**src/rtl/pipe_pkg.sv**
```systemverilog
// Shared types and constants for the RV32I pipeline controller.
package pipe_pkg;

  localparam int unsigned REG_ADDR_W = 5;
  localparam logic [REG_ADDR_W-1:0] X0 = '0;

  typedef enum logic [0:0] {RUN, MEM_WAIT} state_e;

  // True when the ID instruction needs the value a load in EX has not produced yet.
  function automatic logic load_use_hit(
    input logic [REG_ADDR_W-1:0] id_rs1,
    input logic [REG_ADDR_W-1:0] id_rs2,
    input logic                  id_uses_rs2,
    input logic [REG_ADDR_W-1:0] ex_rd,
    input logic                  ex_mem_read
  );
    return ex_mem_read && (ex_rd != X0) &&
           ((ex_rd == id_rs1) || (id_uses_rs2 && (ex_rd == id_rs2)));
  endfunction

endpackage

```
**src/rtl/pipeline_ctrl_if.sv**
```systemverilog
// Hazard inputs, stage controls and dmem handshake between the controller and the datapath.
interface pipeline_ctrl_if #(
  parameter int unsigned CNT_W = 32
);
  import pipe_pkg::*;

  logic [REG_ADDR_W-1:0] id_rs1;
  logic [REG_ADDR_W-1:0] id_rs2;
  logic                  id_uses_rs2;
  logic [REG_ADDR_W-1:0] ex_rd;
  logic                  ex_mem_read;
  logic                  is_branch;
  logic                  jump;
  logic                  mem_access;
  logic                  dmem_ack;

  logic                  pc_en;
  logic                  if_id_en;
  logic                  id_ex_en;
  logic                  ex_mem_en;
  logic                  mem_wb_en;
  logic                  if_id_flush;
  logic                  id_ex_flush;
  logic                  mem_wb_flush;
  logic                  dmem_req;
  logic                  dmem_timeout;
  logic [CNT_W-1:0]      stall_cnt;

  modport master (
    input  id_rs1, id_rs2, id_uses_rs2, ex_rd, ex_mem_read, is_branch, jump, mem_access,
           dmem_ack,
    output pc_en, if_id_en, id_ex_en, ex_mem_en, mem_wb_en, if_id_flush, id_ex_flush,
           mem_wb_flush, dmem_req, dmem_timeout, stall_cnt
  );

  modport slave (
    output id_rs1, id_rs2, id_uses_rs2, ex_rd, ex_mem_read, is_branch, jump, mem_access,
           dmem_ack,
    input  pc_en, if_id_en, id_ex_en, ex_mem_en, mem_wb_en, if_id_flush, id_ex_flush,
           mem_wb_flush, dmem_req, dmem_timeout, stall_cnt
  );

endinterface

```
**src/rtl/sat_counter.sv**
```systemverilog
// Saturating up-counter with synchronous clear; holds at all-ones instead of wrapping.
module sat_counter #(
  parameter int unsigned CNT_W = 32
) (
  input  logic             clk,
  input  logic             clear,
  input  logic             inc,
  output logic [CNT_W-1:0] count
);

  logic [CNT_W-1:0] count_q;

  always_ff @(posedge clk) begin
    if (clear) begin
      count_q <= '0;
    end else if (inc && (count_q != '1)) begin
      count_q <= count_q + CNT_W'(1);
    end
  end

  assign count = count_q;

endmodule

```
**src/rtl/pipeline_ctrl.sv**
```systemverilog
// RV32I 5-stage pipeline sequencer: stage enables/flushes for load-use, redirect and dmem waits.
module pipeline_ctrl
  import pipe_pkg::*;
#(
  parameter int unsigned TIMEOUT = 16,
  parameter int unsigned CNT_W   = 32
) (
  input  logic            clk,
  input  logic            rst_n,
  pipeline_ctrl_if.master bus
);

  localparam int unsigned WAIT_W = $clog2(TIMEOUT + 1);

  state_e              state_q, state_d;
  logic [WAIT_W-1:0]   wait_cnt_q, wait_cnt_d;

  logic load_use, redirect, freeze, timeout;
  logic pc_en, if_id_en, id_ex_en, ex_mem_en, mem_wb_en;
  logic if_id_flush, id_ex_flush, mem_wb_flush;
  logic dmem_req, dmem_timeout;

  always_comb begin
    load_use = load_use_hit(bus.id_rs1, bus.id_rs2, bus.id_uses_rs2, bus.ex_rd,
                            bus.ex_mem_read);
    redirect = bus.is_branch | bus.jump;
    freeze   = bus.mem_access & ~bus.dmem_ack;
    timeout  = (state_q == MEM_WAIT) && freeze && (wait_cnt_q == WAIT_W'(TIMEOUT - 1));

    pc_en        = 1'b1;
    if_id_en     = 1'b1;
    id_ex_en     = 1'b1;
    ex_mem_en    = 1'b1;
    mem_wb_en    = 1'b1;
    if_id_flush  = 1'b0;
    id_ex_flush  = 1'b0;
    mem_wb_flush = 1'b0;
    dmem_req     = bus.mem_access;
    dmem_timeout = 1'b0;
    state_d      = RUN;
    wait_cnt_d   = '0;

    if (!rst_n) begin
      pc_en        = 1'b0;
      if_id_en     = 1'b0;
      id_ex_en     = 1'b0;
      ex_mem_en    = 1'b0;
      mem_wb_en    = 1'b0;
      if_id_flush  = 1'b1;
      id_ex_flush  = 1'b1;
      mem_wb_flush = 1'b1;
      dmem_req     = 1'b0;
    end else if (freeze && !timeout) begin
      // Hold everything up to EX/MEM; MEM/WB takes a bubble while dmem is busy.
      pc_en        = 1'b0;
      if_id_en     = 1'b0;
      id_ex_en     = 1'b0;
      ex_mem_en    = 1'b0;
      mem_wb_flush = 1'b1;
      state_d      = MEM_WAIT;
      wait_cnt_d   = (state_q == RUN) ? WAIT_W'(1) : wait_cnt_q + WAIT_W'(1);
    end else begin
      if (redirect) begin
        // The squash also kills any load-use victim sitting in ID.
        if_id_flush = 1'b1;
        id_ex_flush = 1'b1;
      end else if (load_use) begin
        pc_en       = 1'b0;
        if_id_en    = 1'b0;
        id_ex_flush = 1'b1;
      end
      if (timeout) begin
        dmem_timeout = 1'b1;
        dmem_req     = 1'b0;
        mem_wb_flush = 1'b1;
      end
    end
  end

  always_ff @(posedge clk) begin
    if (!rst_n) begin
      state_q    <= RUN;
      wait_cnt_q <= '0;
    end else begin
      state_q    <= state_d;
      wait_cnt_q <= wait_cnt_d;
    end
  end

  sat_counter #(
    .CNT_W (CNT_W)
  ) u_stall_cnt (
    .clk   (clk),
    .clear (~rst_n),
    .inc   (~pc_en),
    .count (bus.stall_cnt)
  );

  assign bus.pc_en        = pc_en;
  assign bus.if_id_en     = if_id_en;
  assign bus.id_ex_en     = id_ex_en;
  assign bus.ex_mem_en    = ex_mem_en;
  assign bus.mem_wb_en    = mem_wb_en;
  assign bus.if_id_flush  = if_id_flush;
  assign bus.id_ex_flush  = id_ex_flush;
  assign bus.mem_wb_flush = mem_wb_flush;
  assign bus.dmem_req     = dmem_req;
  assign bus.dmem_timeout = dmem_timeout;

endmodule

```
**src/flat_wrapper.sv**
```systemverilog
// flat-port wrapper written by rule: the top's interface ports become plain ports
module pipeline_ctrl_flat import pipe_pkg::*;
#(
  parameter int unsigned TIMEOUT = 16,
  parameter int unsigned CNT_W   = 32
)
  (clk, rst_n, bus_id_rs1, bus_id_rs2, bus_id_uses_rs2, bus_ex_rd, bus_ex_mem_read, bus_is_branch, bus_jump, bus_mem_access, bus_dmem_ack, bus_pc_en, bus_if_id_en, bus_id_ex_en, bus_ex_mem_en, bus_mem_wb_en, bus_if_id_flush, bus_id_ex_flush, bus_mem_wb_flush, bus_dmem_req, bus_dmem_timeout, bus_stall_cnt);
  pipeline_ctrl_if #(.CNT_W(CNT_W)) bus_i ();
  input  logic clk;
  input  logic rst_n;
  input wire logic [$bits(bus_i.id_rs1)-1:0] bus_id_rs1;
  input wire logic [$bits(bus_i.id_rs2)-1:0] bus_id_rs2;
  input wire logic [$bits(bus_i.id_uses_rs2)-1:0] bus_id_uses_rs2;
  input wire logic [$bits(bus_i.ex_rd)-1:0] bus_ex_rd;
  input wire logic [$bits(bus_i.ex_mem_read)-1:0] bus_ex_mem_read;
  input wire logic [$bits(bus_i.is_branch)-1:0] bus_is_branch;
  input wire logic [$bits(bus_i.jump)-1:0] bus_jump;
  input wire logic [$bits(bus_i.mem_access)-1:0] bus_mem_access;
  input wire logic [$bits(bus_i.dmem_ack)-1:0] bus_dmem_ack;
  output wire logic [$bits(bus_i.pc_en)-1:0] bus_pc_en;
  output wire logic [$bits(bus_i.if_id_en)-1:0] bus_if_id_en;
  output wire logic [$bits(bus_i.id_ex_en)-1:0] bus_id_ex_en;
  output wire logic [$bits(bus_i.ex_mem_en)-1:0] bus_ex_mem_en;
  output wire logic [$bits(bus_i.mem_wb_en)-1:0] bus_mem_wb_en;
  output wire logic [$bits(bus_i.if_id_flush)-1:0] bus_if_id_flush;
  output wire logic [$bits(bus_i.id_ex_flush)-1:0] bus_id_ex_flush;
  output wire logic [$bits(bus_i.mem_wb_flush)-1:0] bus_mem_wb_flush;
  output wire logic [$bits(bus_i.dmem_req)-1:0] bus_dmem_req;
  output wire logic [$bits(bus_i.dmem_timeout)-1:0] bus_dmem_timeout;
  output wire logic [$bits(bus_i.stall_cnt)-1:0] bus_stall_cnt;
  assign bus_i.id_rs1 = bus_id_rs1;
  assign bus_i.id_rs2 = bus_id_rs2;
  assign bus_i.id_uses_rs2 = bus_id_uses_rs2;
  assign bus_i.ex_rd = bus_ex_rd;
  assign bus_i.ex_mem_read = bus_ex_mem_read;
  assign bus_i.is_branch = bus_is_branch;
  assign bus_i.jump = bus_jump;
  assign bus_i.mem_access = bus_mem_access;
  assign bus_i.dmem_ack = bus_dmem_ack;
  assign bus_pc_en = bus_i.pc_en;
  assign bus_if_id_en = bus_i.if_id_en;
  assign bus_id_ex_en = bus_i.id_ex_en;
  assign bus_ex_mem_en = bus_i.ex_mem_en;
  assign bus_mem_wb_en = bus_i.mem_wb_en;
  assign bus_if_id_flush = bus_i.if_id_flush;
  assign bus_id_ex_flush = bus_i.id_ex_flush;
  assign bus_mem_wb_flush = bus_i.mem_wb_flush;
  assign bus_dmem_req = bus_i.dmem_req;
  assign bus_dmem_timeout = bus_i.dmem_timeout;
  assign bus_stall_cnt = bus_i.stall_cnt;
  pipeline_ctrl #(.TIMEOUT(TIMEOUT), .CNT_W(CNT_W)) u_core (.clk(clk), .rst_n(rst_n), .bus(bus_i));
endmodule
```
**config.mk**
```make
export PLATFORM = sky130hd
export DESIGN_NAME = pipeline_ctrl_flat
export DESIGN_NICKNAME = d
export VERILOG_FILES = /design/src/rtl/pipe_pkg.sv /design/src/rtl/pipeline_ctrl_if.sv /design/src/rtl/sat_counter.sv /design/src/rtl/pipeline_ctrl.sv /design/src/flat_wrapper.sv
export SDC_FILE = /design/constraint.sdc
export NUM_CORES = 1
export LEC_CHECK = 0
export ABC_AREA = 1
export BUFFER_PORTS_ARGS = -buffer_cell sky130_fd_sc_hd__buf_2
export CAP_MARGIN = 20
export CORE_MARGIN = 3
export CORE_UTILIZATION = 58
export CTS_CLUSTER_SIZE = 24
export DETAILED_ROUTE_END_ITERATION = 12
export GPL_TIMING_DRIVEN = 0
export PLACE_DENSITY_LB_ADDON = 0.05
export REMOVE_ABC_BUFFERS = 1
export SYNTH_ARGS = -nofsm -noshare
export SYNTH_HDL_FRONTEND = slang
export SYNTH_SLANG_ARGS = --single-unit
```
**constraint.sdc**
```tcl
create_clock -name clk -period 3.73 [get_ports clk]
set_clock_uncertainty 0.15 [all_clocks]
set_input_delay 0.1865 -clock clk [delete_from_list [all_inputs] [get_ports clk]]
set_output_delay 0.1865 -clock clk [all_outputs]
set_load 0.03 [all_outputs]
```
# After elaboration in Yosys (flattened, before gate mapping)
# Index checks and enable logic that the tools add are counted.
# op_classes
addsub	2
eq_ne	4
muxes	24
bitwise	4
reduce_logical	12
# ops
cell	n
$add 32x1->32 const B	1
$ne 32x32->1 const B	1
$mux 1	24
$eq 5x5->1	2
$logic_and 1x1->1	7
$add 5x1->5 const B	1
$eq 5x4->1 const B	1
$reduce_bool 5->1	1
$reduce_and 3->1	1
$not 1->1	2
$reduce_and 2->1	1
$and 1x1->1	1
$logic_not 1->1	1
$logic_or 1x1->1	1
$or 1x1->1	1
# totals
reg_bits	38
input_bits	23
output_inout_bits	42
wordCells	50

# Longest topological paths before layout
# depth
word_depth	10
mapped_depth	13
mapped_depth_nobuf	12

# Hierarchy
# From an unflattened synthesis, not the netlist that was laid out.
# hier_totals
hier_cells	421
hier_area_um2	2665.1
# modules_own_cells
module	n_inst	cells_each	area_per_inst_um2	seq_area_each_um2
sat_counter	1	324	2062.0	640.6
pipeline_ctrl	1	97	603.1	120.1

# Worst setup path before layout
# Ideal clock, no wire load.
# synth_path
kind	register to output
startpoint	register u_core.wait_cnt_q[0]
endpoint	output bus_pc_en
t_arrival_ns	2.391
required_time_ns	3.394
path_slack_ns	1.002
path_stages_with_launch	13
n_path_buf	2
cell_sequence	dfxtp_1 > ha_1 > nand2_1 > nor2_1 > ha_1 > inv_1 > nor3_2 > nor2_1 > nor2_1 > nand2_2 > buf_2 > inv_1 > buf_4
# synth_between
elab_chain_cells	6
# synth_rtl
element	line_no	text
start: declaration	pipeline_ctrl.sv:16	logic [WAIT_W-1:0] wait_cnt_q, wait_cnt_d;
start signal: assignment	pipeline_ctrl.sv:86	wait_cnt_q <= wait_cnt_d;
$eq 5x4->1	pipeline_ctrl.sv:28	timeout = (state_q == MEM_WAIT) && freeze && (wait_cnt_q == WAIT_W'(TIMEOUT - 1));
$logic_and 1x1->1	pipeline_ctrl.sv:28	
$logic_not 1->1	pipeline_ctrl.sv:53	end else if (freeze && !timeout) begin
$logic_and 1x1->1	pipeline_ctrl.sv:53	
$mux 1 (2 in a row)	-	
end: declaration	flat_wrapper.sv:20	output wire logic [$bits(bus_i.pc_en)-1:0] bus_pc_en;
# Every way passes these cells.

# Worst setup path in the final report
# layout_path
startpoint	register u_core.u_stall_cnt.count_q[0], in the netlist u_core.u_stall_cnt.count[0]
endpoint	register u_core.u_stall_cnt.count_q[22], in the netlist u_core.u_stall_cnt.count[22]
# layout_between
elab_chain_cells	2
word_cells_on_any_way	3
cone_classes	add/sub (1); eq/ne (1); reduce/logical (1)
# layout_rtl
element	line_no	text
start: declaration	sat_counter.sv:11	logic [CNT_W-1:0] count_q;
start signal: assignment	sat_counter.sv:17	count_q <= count_q + CNT_W'(1);
parallel branches: the longest is 2 deep, another holds $add 32x1->32	-	
# Several ways; the timed one is not identified.
# A chain may end at the register's enable or synchronous reset.

==> flow_summary.yaml <==
status:
  outcome: "finished clean"
yosys:
  mappedNetlistArea_mm2: 0.00262
  synthSimpleGateAreaFrac: 0.472
  synth_top_family_by_area: "simple AND/OR/NAND/NOR gates"
  synth_xor_area_frac: 0.0569
  synth_top_area_share: 0.291
  synth_area_leaders: "dfxtp_1 (29%), nand2_1 (21%), nor2_1 (8.3%)"
  synth_top_cell_by_area: "dfxtp_1"
  ys_seq_elements: 38
  synthMuxAreaShare: 0
  synthAdderAreaFrac: 0.0143
  synth_cell_types: 28
  avgSynthCellArea_um2: 6.02
  seq_area_frac_synth: 0.291
  syn_inst: 435
  synth_compound_area_frac: 0.0712
  ys_warn_count: 0
power_and_ir_drop:
  peakVddDrop_mv: 0.203
  p_per_area_mw_per_mm2: 303
  p_comb_frac: 0.102
  pwr-share-seq: 0.443
  p_int_w: 0.000707
  p_leak_nw: 1.33
  pwr-share-clk: 0.454
  p_sw_frac: 0.241
  p_sw_w: 0.000224
run:
  drv_cap: 0
global_routing:
  grt_pass1_wl_mm: 11.3
  grt.overflow.total: 0
  grt_max_degree: 37
  top_usage_layer: "met2"
  use_met1: 0.319
  grtUsageMet3: 0.0441
  antenna_found_initial: 0
  grt_pass1_vias: 2608
  gr-usage-met2: 0.471
  grt_use_total: 0.260
die:
  fp.dieH_um: 73.2
  start_util: 0.627
  fp.dieArea_mm2: 0.00536
  fp.coreArea_mm2: 0.00417
  io_pins: 65
  chipWidth_um: 73.2
  num_rows: 23
clocking:
  clock_path_buffers: 2
  htree_levels: 2
  clock_latency_ps: 290
  path_clk_slew_ps: 80
  cts_tree: "built"
  cts_root_buffer: "clkbuf_8"
  cts.sinks: 38
  post_cts_buffers: 0
  numCtsBuffers: 5
route:
  dr.pass1.iters: 4
  drt-total-wl_mm: 6.67
  drt_iter0_drc: 246
  drc: 0
  vias: 2920
  antenna_left: 0
  wl_per_cell_um: 12.3
  viasPerCell: 5.37
setup_path:
  r2r_slack_ps: 520
  r2r_cells: 9
  critPathLaunchType: "flop"
  cp.required_ps: 3790
  critPathKind: "reg -> reg"
  rr_startpoint: "u_core.u_stall_cnt.count[0]"
  r2r_end: "u_core.u_stall_cnt.count[22]"
  crit_start: "u_core.u_stall_cnt.count[0]"
  worst-path-max-fanout: 32
  critPathCaptureType: "flop"
  crit_arrival_ps: 3270
sta:
  worstMarginPinSlew_ps: 698
  hold_viol_final: 0
  slew_headroom: 0.534
  worst_slack_ps: 515
  fin_setup_tns_ps: 0
  period_needed_ps: 3210
  slew_violations: 0
  fmax_mhz: 311
  rsz0062_at_grt: "false"
  setup_viol: 0
  min_period_over_period: 0.862
place:
  place_ws_ps: 532
  dp_hpwl_mm: 4.90
  gp_congestion: 0.900
  port_buffers: 64
finish:
  diodes: 0
  drive_above_1_share: 0.172
  mostFrequentLayoutCell: "nand2_1"
  syn_to_final_growth_pct: 17.5
  final_nets: 519
  final_cell_mix: "nand2_1 (147), buf_2 (64), nor2_1 (58)"
hold_path:
  hold_depth: 6
  min_to: "u_core.wait_cnt_q[0]"
  min_path_type: "in -> reg"
  min-delay-start: "bus_dmem_ack"
[Yosys cell counts]
cell	instances
a211oi_1	1
a21oi_1	32
nand2_1	147
dfxtp_1	38
nand3b_1	12
buf_1	1
nor2_1	58
nand2_2	4
nor4_1	1
nor3_2	3
buf_2	1
clkbuf_1	7
buf_4	3
xor2_1	15
inv_2	2
nand3_2	1
a31o_2	1
nor3b_1	1
nor3_1	10
clkinv_1	1
o21ai_0	2
buf_6	3
ha_1	3
nand3_1	42
nor2_4	1
xnor2_1	2
inv_1	39
nand4_1	4
[through the flow]
step / std cells / hold WS (ps) / util / area (µm²) / power (W)
after floorplan: 420 / 157 / - / 2530 / 0.000480
after global placement: 534 / 304 / 0.697 / 2910 / 0.000513
after detailed placement: 534 / 308 / 0.697 / 2910 / 0.000515
after CTS: 543 / 191 / 0.733 / 3060 / 0.000934
after global routing: 544 / 229 / 0.737 / 3080 / 0.000970
final: 544 / 197 / 0.737 / 3080 / 0.000931
[sequential cells by signal (all words and copies together), names as in the netlist]
signal and cells:
u_core.u_stall_cnt.count 32, u_core.wait_cnt_q 5, u_core.state_q 1
[cell families (layout without fill, tap and decap cells)]
group	Yosys count	in the layout
AOI/OAI and AO/OA	36	36
xor gates and xnor gates	17	17
adders and majority gates	3	3
buffers and inverters	57	116
DFF	38	38
and+or+nand+nor	284	284
[timing repair]
item,in CTS,in global routing
hold buffers,1,0
gates resized for setup,0,0
endpoints found under the hold margin,1,0
[final cells by class]
cell class | instances | area [µm²]
inverters | 42 | 158
fillers | 354 | 1100
flip-flops and latches | 38 | 761
well taps | 50 | 62.6
clock buffers | 5 | 68.8
repair buffers | 66 | 350
clock inverters | 3 | 68.8
multi-input cells | 340 | 1610
[how the worst max path moves through the flow]
stage | cells after the start | to | slack [ps]
3_5_place_dp | 7 | u_core.u_stall_cnt.count[3] | 530
4_1_cts | 8 | u_core.u_stall_cnt.count[22] | 290
2_1_floorplan | 12 | u_core.u_stall_cnt.count[0] | 430
3_3_place_gp | 7 | u_core.u_stall_cnt.count[22] | 620
6_report | 9 | u_core.u_stall_cnt.count[22] | 520
5_1_grt | 9 | u_core.u_stall_cnt.count[12] | 220
[power groups by stage]
stage / Sequential, W / Clock (W) / Combinational (W)
detailed placement: 0.000422 / 0 / 0.0000922
global route: 0.000414 / 0.000450 / 0.000106
CTS: 0.000413 / 0.000428 / 0.0000934
floorplan: 0.000426 / 0 / 0.0000535
global placement: 0.000422 / 0 / 0.0000905
finish: 0.000413 / 0.000423 / 0.0000954
[metal layers]
layer,part of all wire,routed length (µm),vias up
met5,0,0,-
met4,0.0069,46,0
met3,0.063,423,5
met2,0.50,3330,88
met1,0.43,2870,1332
li1,-,-,1495
[worst max-delay path, cell delays in order (launching register included)]
cell	delay [ps]
dfxtp_1	440
ha_1	330
nand2_2	130
nor2_4	170
nand2_2	110
nor3_2	210
nand3_2	560
nand2_2	740
nand2_1	100
a21oi_1	190
No activity file was read; power rests on OpenSTA's default activity.
